[src/rtl/simon_game_fsm.sv]
// SIMON game sequencer: grows a random colour sequence, plays it back, checks the
// player's presses and drives the colour/screen code consumed by block_controller.
module simon_game_fsm #(
  parameter int unsigned TICKS_ON   = 50_000_000,
  parameter int unsigned TICKS_OFF  = 25_000_000,
  parameter int unsigned TICKS_ECHO = 25_000_000,
  parameter int unsigned TIMEOUT    = 500_000_000,
  parameter int unsigned MAX_LEN    = 16,
  parameter logic [15:0] LFSR_SEED  = 16'hACE1
) (
  input  logic       i_clk,
  input  logic       i_rst_n,
  input  logic       i_sw_en,
  input  logic       i_sw_play,
  input  logic       i_btnu,
  input  logic       i_btnr,
  input  logic       i_btnd,
  input  logic       i_btnl,
  output logic [3:0] o_gColorNum,
  output logic [4:0] o_level,
  output logic       o_won,
  output logic       o_lost
);

  localparam int LW = 5;
  localparam int IW = (MAX_LEN > 1) ? $clog2(MAX_LEN) : 1;
  localparam logic [31:0]   ON_LAST   = 32'(TICKS_ON - 1);
  localparam logic [31:0]   OFF_LAST  = 32'(TICKS_OFF - 1);
  localparam logic [31:0]   ECHO_LAST = 32'(TICKS_ECHO - 1);
  localparam logic [31:0]   TO_LAST   = 32'(TIMEOUT - 1);
  localparam logic [LW-1:0] MAX_LV    = LW'(MAX_LEN);

  typedef enum logic [3:0] {
    S_IDLE, S_INIT, S_ADD, S_SHOW_ON, S_SHOW_OFF,
    S_INPUT, S_ECHO, S_GAP, S_LOSE, S_WIN
  } state_t;

  state_t      r_state, w_stateNext;
  logic [31:0] r_timer;
  logic [LW-1:0] r_idx, r_level, w_idxNext, w_levelNext;
  logic [1:0]  r_seq [MAX_LEN];
  logic [15:0] r_lfsr;
  logic [3:0]  r_echo, w_echoNext, w_colorNext, w_pressColor, w_expColor, w_showColor;
  logic [1:0]  w_showCode;
  logic        w_anyPress, w_seqWr, w_lastIdx, w_lfsrFb;

  // Fibonacci LFSR, taps 16,14,13,11 in right-shift form
  assign w_lfsrFb   = r_lfsr[0] ^ r_lfsr[2] ^ r_lfsr[3] ^ r_lfsr[5];
  assign w_anyPress = i_btnu | i_btnr | i_btnd | i_btnl;
  assign w_expColor = {2'b00, r_seq[r_idx[IW-1:0]]} + 4'd1;
  assign w_lastIdx  = (r_idx == r_level - LW'(1));

  always_comb begin
    w_pressColor = 4'd0;
    if (i_btnu)      w_pressColor = 4'd1;
    else if (i_btnr) w_pressColor = 4'd2;
    else if (i_btnd) w_pressColor = 4'd3;
    else if (i_btnl) w_pressColor = 4'd4;
  end

  always_comb begin
    w_stateNext = r_state;
    w_idxNext   = r_idx;
    w_levelNext = r_level;
    w_seqWr     = 1'b0;
    case (r_state)
      S_IDLE: if (i_sw_en) w_stateNext = S_INIT;
      S_INIT: if (i_sw_play) w_stateNext = S_ADD;
      S_ADD: begin
        w_seqWr     = 1'b1;
        w_levelNext = r_level + LW'(1);
        w_idxNext   = '0;
        w_stateNext = S_SHOW_ON;
      end
      S_SHOW_ON: if (r_timer == ON_LAST) w_stateNext = S_SHOW_OFF;
      S_SHOW_OFF: begin
        if (r_timer == OFF_LAST) begin
          if (w_lastIdx) begin
            w_idxNext   = '0;
            w_stateNext = S_INPUT;
          end else begin
            w_idxNext   = r_idx + LW'(1);
            w_stateNext = S_SHOW_ON;
          end
        end
      end
      // a press on the final timeout cycle takes precedence over the timeout
      S_INPUT: begin
        if (w_anyPress) begin
          w_stateNext = (w_pressColor == w_expColor) ? S_ECHO : S_LOSE;
        end else if (r_timer == TO_LAST) begin
          w_stateNext = S_LOSE;
        end
      end
      S_ECHO: begin
        if (r_timer == ECHO_LAST) begin
          if (!w_lastIdx) begin
            w_idxNext   = r_idx + LW'(1);
            w_stateNext = S_INPUT;
          end else if (r_level == MAX_LV) begin
            w_stateNext = S_WIN;
          end else begin
            w_stateNext = S_GAP;
          end
        end
      end
      S_GAP: if (r_timer == OFF_LAST) w_stateNext = S_ADD;
      S_LOSE, S_WIN: if (!i_sw_play) w_stateNext = S_INIT;
      default: w_stateNext = S_IDLE;
    endcase
    if (!i_sw_en) w_stateNext = S_IDLE;
  end

  // Outputs are registered from the next state; the colour just being added is
  // forwarded when playback starts at the slot written on the same edge.
  always_comb begin
    w_showCode  = (r_state == S_ADD && w_idxNext == r_level) ? r_lfsr[1:0]
                                                            : r_seq[w_idxNext[IW-1:0]];
    w_showColor = {2'b00, w_showCode} + 4'd1;
    w_echoNext  = (r_state == S_INPUT && w_anyPress) ? w_pressColor : r_echo;
    w_colorNext = 4'd0;
    case (w_stateNext)
      S_INIT, S_WIN: w_colorNext = 4'd7;
      S_SHOW_ON:     w_colorNext = w_showColor;
      S_ECHO:        w_colorNext = w_echoNext;
      S_LOSE:        w_colorNext = 4'd5;
      default:       w_colorNext = 4'd0;
    endcase
  end

  always_ff @(posedge i_clk or negedge i_rst_n) begin
    if (!i_rst_n) begin
      r_state     <= S_IDLE;
      r_timer     <= '0;
      r_idx       <= '0;
      r_level     <= '0;
      r_lfsr      <= LFSR_SEED;
      r_echo      <= 4'd0;
      o_gColorNum <= 4'd0;
      o_won       <= 1'b0;
      o_lost      <= 1'b0;
      for (int i = 0; i < int'(MAX_LEN); i++) r_seq[i] <= 2'd0;
    end else begin
      r_lfsr      <= {w_lfsrFb, r_lfsr[15:1]};
      r_state     <= w_stateNext;
      r_timer     <= (w_stateNext != r_state) ? 32'd0 : r_timer + 32'd1;
      r_idx       <= w_idxNext;
      r_level     <= (w_stateNext == S_INIT) ? '0 : w_levelNext;
      r_echo      <= w_echoNext;
      o_gColorNum <= w_colorNext;
      o_won       <= (w_stateNext == S_WIN);
      o_lost      <= (w_stateNext == S_LOSE);
      if (w_seqWr) r_seq[r_level[IW-1:0]] <= r_lfsr[1:0];
    end
  end

  assign o_level = r_level;

endmodule

[config.mk]
export PLATFORM = sky130hd
export DESIGN_NAME = simon_game_fsm
export DESIGN_NICKNAME = d
export VERILOG_FILES = /design/src/rtl/simon_game_fsm.sv
export SDC_FILE = /design/constraint.sdc
export NUM_CORES = 1
export LEC_CHECK = 0
export CAP_MARGIN = 0
export CORE_MARGIN = 2
export CORE_UTILIZATION = 56
export CTS_CLUSTER_SIZE = 8
export DETAILED_ROUTE_END_ITERATION = 7
export GPL_TIMING_DRIVEN = 0
export PLACE_DENSITY = 0.75
export SYNTH_ARGS = -nofsm -noshare
export SYNTH_HDL_FRONTEND = slang
export SYNTH_SLANG_ARGS = --single-unit
[constraint.sdc]
create_clock -name i_clk -period 4.52 [get_ports i_clk]
set_clock_uncertainty 0.1 [all_clocks]
set_input_delay 0.678 -clock i_clk [delete_from_list [all_inputs] [get_ports i_clk]]
set_output_delay 0.678 -clock i_clk [all_outputs]
set_load 0.05 [all_outputs]
==> flow_summary.ini, run 1 <==
[outcome]
status = complete, no violations

[global_routing]
grt_overflow_total = 0
grt_antenna_before_repair = 0
grt_max_degree = 64
grt_pass1_wl_um = 21470
grt_pass1_vias = 4366
grtUsageTotal_pct = 24.40

[clocking]
holdBufCountCts = 0
max-clock-path-buffers = 2
clkSinkCount = 104
cts_tree = done
htree_levels = 3
ctsRootBufferMaster = clkbuf_8
cts_made_buffers = 9
clk_pin_slew_ns = 0.11
clock_latency_ns = 0.39

[synth]
synth-seq-cells = 104
synthTopCellsByCount = 96 x dfrtp_1, 55 x nor2_1, 41 x nand2_1
synth-edff-count = 0
netlist_area_um2 = 5836
syn_nets = 568
synthTopCellsByArea = dfrtp_1 41%, mux2_2 6.6%, xnor2_1 4.1%
ys.warnings.count = 0
synthArstFlopShare_pct = 100.0
postSynthCellCount = 550
synth.most_common_cell = dfrtp_1
ys_types = 70
syn_avg_cell_area_um2 = 10.61
yosysTopAreaCell = dfrtp_1
synth_top_area_share_pct = 41.17
seq_area_frac_synth_pct = 44.77
synth_flop_cell = dfrtp_1

[timing]
period_share_pct = 94.55
max_slew_margin_pct = 45.55
min_period_ns = 4.274
tightest_slew_ns = 0.8118
setup_tns_ns = 0
fmax_mhz = 234.0
setup-violations-final = 0
maxSlewViolCount = 0
finalHoldViolCount = 0

[worst_setup_path]
reg2reg_from = o_level[0]
crit_path_start = o_level[0]
critPathMaxFanout = 8
end_kind = register
r2r_end = o_gColorNum[1]
worstPathRequired_ns = 4.73
critPathArrivalTime_ns = 4.49
rr_worst_depth = 19
regToRegSetupSlack_ns = 0.25
critPathKind = register to register
worst_setup_path_start_kind = register

[detailed_routing]
wl_met2_um = 6110
drc_errors = 0
wl_per_cell_um = 17.63
drtIter0Drc = 331
via_per_inst = 6.116
routed-via-count = 4465
highest_layer = met4
wl_met1_um = 5552
ant_nets = 0
drt_wl_total_um = 12870
drt_pass1_iterations = 5
dr_wl_met3_um = 833

[final_layout]
syn_to_final_growth_pct = 11.39
utilization_pct = 63.53
design_area_um2 = 6500
fin_cells = 730
antenna_cells = 0
drive_above_1_share_pct = 20.71
fin_nets = 607

[die]
start_util_pct = 57.04
chipHeight_um = 106.1
io_pins = 19
num_rows = 37
die_w_um = 106.1
die-area_um2 = 11250
core_area_um2 = 10230

[power]
powerDensity_nw_per_um2 = 271.7
ir_worst_vdd_mv = 0.1979
p_sw_share_pct = 28.85
switching_power_mw = 0.5095
p_leak_nw = 2.757
p_comb_share_pct = 13.8
internal_power_mw = 1.257
power_frac_clock_pct = 31.9
power_frac_seq_pct = 54.3

[placed_design]
port_buffers = 18
gp_congestion = 0.9266
placedCellCount = 705
place_area_um2 = 6215
dpl.hpwl_um = 9405

[run]
maxCapViolations = 0

[hold_path]
worst_hold_path_type = input port to asynchronous set/reset pin
[worst max-delay path: stages (launching register included)]
cell	delay, ns
dfrtp_2	0.41
inv_2	0.06
ha_1	0.33
xnor2_1	0.17
a211oi_2	0.26
o211a_1	0.23
inv_2	0.08
ha_1	0.28
a21oi_1	0.15
nand4_1	0.15
and2_1	0.19
buf_2	0.17
clkinv_4	0.10
mux4_2	0.49
mux2_2	0.29
nor3_2	0.12
a221oi_2	0.08
ha_1	0.33
inv_1	0.04
o211ai_1	0.16
[how the worst max path moves through the flow]
stage | to | slack [ns] | cells after the start
final | o_gColorNum[1] | 0.25 | 19
after global routing | o_gColorNum[1] | -0.03 | 19
after CTS | o_gColorNum[1] | 0.07 | 19
after detailed placement | o_gColorNum[1] | -0.40 | 20
after global placement | o_level[0] | -1.43 | 1
after floorplan | o_gColorNum[1] | 0.00002 | 20
[timing repair]
action | 4_1_cts | 5_1_grt
setup buffers | 2 | 8
resized for setup | 3 | 8
endpoints found under the setup margin | 2 | 26
pin swaps | 2 | 2
[area by class of cell]
cell class / count / area [µm²]
Fill cell: 839 / 3731
Multi-Input combinational cell: 404 / 3048
Sequential cell: 104 / 2615
Timing Repair Buffer: 29 / 280.3
Tap cell: 136 / 170.2
Clock buffer: 10 / 137.6
Buffer: 22 / 123.9
Inverter: 19 / 76.32
Clock inverter: 6 / 48.80
[state kept, by name, summed over array words and instances (netlist names), 4 cells and up]
name         count
r_lfsr          16
r_seq           32
r_idx            5
o_gColorNum      4
r_timer         32
o_level          5
r_state          4
r_echo           4
[metal layers]
layer	GRT usage [%]	up-vias
met3	4.966	34
met1	32.01	2197
li1	-	2070
met4	10.62	0
met2	39.49	164
met5	0	-
[placed cells by master (no fill, tap or decap), types with 4 or more instances in the layout]
cell type and instances:
nand4_1 12, nor2b_1 7, dfstp_2 8, and2_1 5, mux2i_1 5, a21oi_1 12
buf_6 4, a21boi_0 5, a31oi_1 5, mux4_1 7, buf_4 12, clkbuf_1 13
xnor2_1 27, nand3_1 28, o21ai_0 10, xor2_1 21, a22oi_1 4, clkdlybuf4s50_1 17
nor2_2 10, ha_1 9, and3_1 11, nor2_1 55, mux4_2 6, dfrtp_1 94
clkbuf_8 10, nand2_1 41, nor3_1 14, a211oi_1 6, mux2_2 34, inv_1 15
[cells by family after synthesis]
family | Yosys count | synth area share, %
adder cells (fa/ha/maj) | 10 | 2.144
AND/OR/NAND/NOR | 216 | 19.51
buffers and inverters | 42 | 3.409
AO/OA/AOI/OAI | 78 | 10.08
flip-flops | 104 | 44.77
XOR/XNOR | 48 | 7.204
multiplexers | 52 | 12.89
[power groups by stage]
stage	Clock [mW]	Sequential, mW	Combinational (mW)
floorplan	0	0.999	0.131
global placement	0	0.978	0.223
detailed placement	0	0.979	0.231
CTS	0.580	0.964	0.228
global route	0.612	0.962	0.269
finish	0.563	0.960	0.243
[per-stage QoR]
stage / power, mW / setup slack [ns] / hold WS [ns]
2_1_floorplan: 1.130 / 0.00001821 / 0.2312
3_3_place_gp: 1.201 / -1.434 / 0.2360
3_5_place_dp: 1.210 / -0.3959 / 0.2396
4_1_cts: 1.772 / 0.07276 / 0.1827
5_1_grt: 1.844 / -0.03126 / 0.2066
6_report: 1.766 / 0.2463 / 0.1793
Note: power is estimated with default switching activity, not from simulation.
==> run 2: changes to the inputs <==
--- a/config.mk
+++ b/config.mk
@@ -7,11 +7,12 @@
 export LEC_CHECK = 0
 export CAP_MARGIN = 0
 export CORE_MARGIN = 2
-export CORE_UTILIZATION = 56
+export CORE_UTILIZATION = 25
 export CTS_CLUSTER_SIZE = 8
 export DETAILED_ROUTE_END_ITERATION = 7
 export GPL_TIMING_DRIVEN = 0
-export PLACE_DENSITY = 0.75
+export PLACE_DENSITY = 0.39
+export SKIP_CTS_REPAIR_TIMING = 1
 export SYNTH_ARGS = -nofsm -noshare
 export SYNTH_HDL_FRONTEND = slang
 export SYNTH_SLANG_ARGS = --single-unit
==> flow_summary.ini, run 2 (synthesis gave the netlist of run 1 again) <==
[worst_setup_path]
cp-endpoint = o_gColorNum[1]
end_kind = register
critPathMaxFanout = 7
regToRegSetupSlack_ns = 0.12
reg2reg_from = o_level[1]
crit_path_start = o_level[1]
rr_worst_depth = 20
r2r_end = o_gColorNum[1]
worst_setup_path_start_kind = register
critPathKind = register to register
critPathArrivalTime_ns = 4.53
worstPathRequired_ns = 4.65

[timing]
rsz0062_at_grt = true
min_period_ns = 4.402
max_slew_margin_pct = 52.59
finalHoldViolCount = 0
hold_slack_ns = 0.2562
maxSlewViolCount = 0
setup-violations-final = 0
setup_slack_ns = 0.1176
period_share_pct = 97.40
fmax_mhz = 227.2
tightest_slew_ns = 0.7016

[die]
start_util_pct = 25.62
core_area_um2 = 22780
die-area_um2 = 24580
num_rows = 55
io_pins = 19
chipHeight_um = 156.8
die_w_um = 156.8

[detailed_routing]
drc_errors = 0
via_per_inst = 4.781
drtIter0Drc = 253
ant_nets = 0
drt_pass1_iterations = 5
drt_wl_total_um = 15010
wl_per_cell_um = 16.46
routed-via-count = 4360

[clocking]
clock_latency_ns = 0.36
cts_tree = done
cts_made_buffers = 9
max-clock-path-buffers = 2
ctsRootBufferMaster = clkbuf_16
htree_levels = 3
clk_pin_slew_ns = 0.08
clkSinkCount = 104

[placed_design]
gp_congestion = 0.7591
dpl.hpwl_um = 11060
placedCellCount = 882
preCtsSetupSlack_ns = -0.5807
port_buffers = 18

[final_layout]
drive_above_1_share_pct = 22.04
top_regs = r_seq: 32 flops, r_timer: 32 flops, r_lfsr: 16 flops
fin_cells = 912
utilization_pct = 30.33
fin_nets = 612
syn_to_final_growth_pct = 18.40
final_common_cell = dfrtp_1
n_fill_cell = 2319
final_cell_mix = 93 x dfrtp_1, 55 x nor2_1, 41 x nand2_1
antenna_cells = 0

[power]
total_power_mw = 2.007
ir_worst_vdd_mv = 0.1653
p_leak_nw = 2.838
powerDensity_nw_per_um2 = 290.6

[global_routing]
grt_overflow_total = 0
grtUsageTotal_pct = 12.94
grt_max_degree = 55
grt_pass1_vias = 4402
grt_antenna_before_repair = 0
grt_pass1_wl_um = 24430

[outcome]
status = complete, no violations

[run]
maxCapViolations = 0

[hold_path]
worst_hold_path_type = input port to asynchronous set/reset pin
[run 2: cell count changes in the layout (fill, tap and decap cells not counted), moves of 2 or more]
cell	change
clkbuf_16	+9
buf_4	+5
inv_2	-2
clkbuf_8	-10
inv_4	+2
ha_4	+2
xnor2_2	+2
xnor2_1	-2
[run 2: routing by layer]
metal	part of all wire, %	vias up	track usage, %
li1	-	2067	-
met1	49	2175	18.06
met2	46	92	19.92
met3	2.9	26	2.548
met4	2.3	0	4.543
met5	0	-	0
[run 2: how the worst min path moves through the flow]
stage,from,end,slack [ns]
2_1_floorplan,r_lfsr[4],r_lfsr[3],0.23
3_3_place_gp,r_lfsr[4],r_lfsr[3],0.24
3_5_place_dp,r_lfsr[8],r_lfsr[7],0.24
4_1_cts,r_lfsr[8],r_lfsr[7],0.26
5_1_grt,r_lfsr[11],r_lfsr[10],0.27
6_report,i_rst_n,r_lfsr[14],0.26
[run 2: cell type report]
| cell class | count | area, µm² | share of cell area, % |
|---|---|---|---|
| buffer | 22 | 123.9 | 1.793 |
| clock buffer | 10 | 229.0 | 3.314 |
| clock inverter | 6 | 50.05 | 0.7244 |
| inverter | 19 | 81.33 | 1.177 |
| multi-input combinational | 404 | 3099 | 44.86 |
| sequential | 104 | 2616 | 37.87 |
| tap | 313 | 391.6 | 5.668 |
| timing repair buffer | 34 | 317.8 | 4.600 |
[run 2: power by group]
part	internal (mW)	switching (mW)	total, mW
logic	0.111	0.166	0.277
clock network	0.384	0.384	0.768
registers	0.945	0.0172	0.963
total	1.44	0.568	2.01
[run 2: per-stage QoR]
step                      cell area (µm²)  setup TNS, ns
after detailed placement             6436         -1.031
after global routing                 6909       -0.08677
after CTS                            6715         -1.070
after floorplan                      5839              0
final                                6909              0
after global placement               6411        -147.01
[run 2: critical path, cell delays in order, from the launching register on]
cell and delay, ns:
dfrtp_2 0.47, inv_4 0.11, ha_4 0.15, nand4bb_1 0.15, a211oi_2 0.29, o211a_1 0.27
inv_2 0.10, ha_1 0.27, a21oi_1 0.14, nand4_1 0.20, and2_1 0.25, buf_2 0.17
clkinv_4 0.10, buf_4 0.14, mux2i_1 0.09, a2111o_1 0.41, a41oi_1 0.28, a21o_1 0.19
ha_1 0.25, inv_1 0.06, o211ai_1 0.10
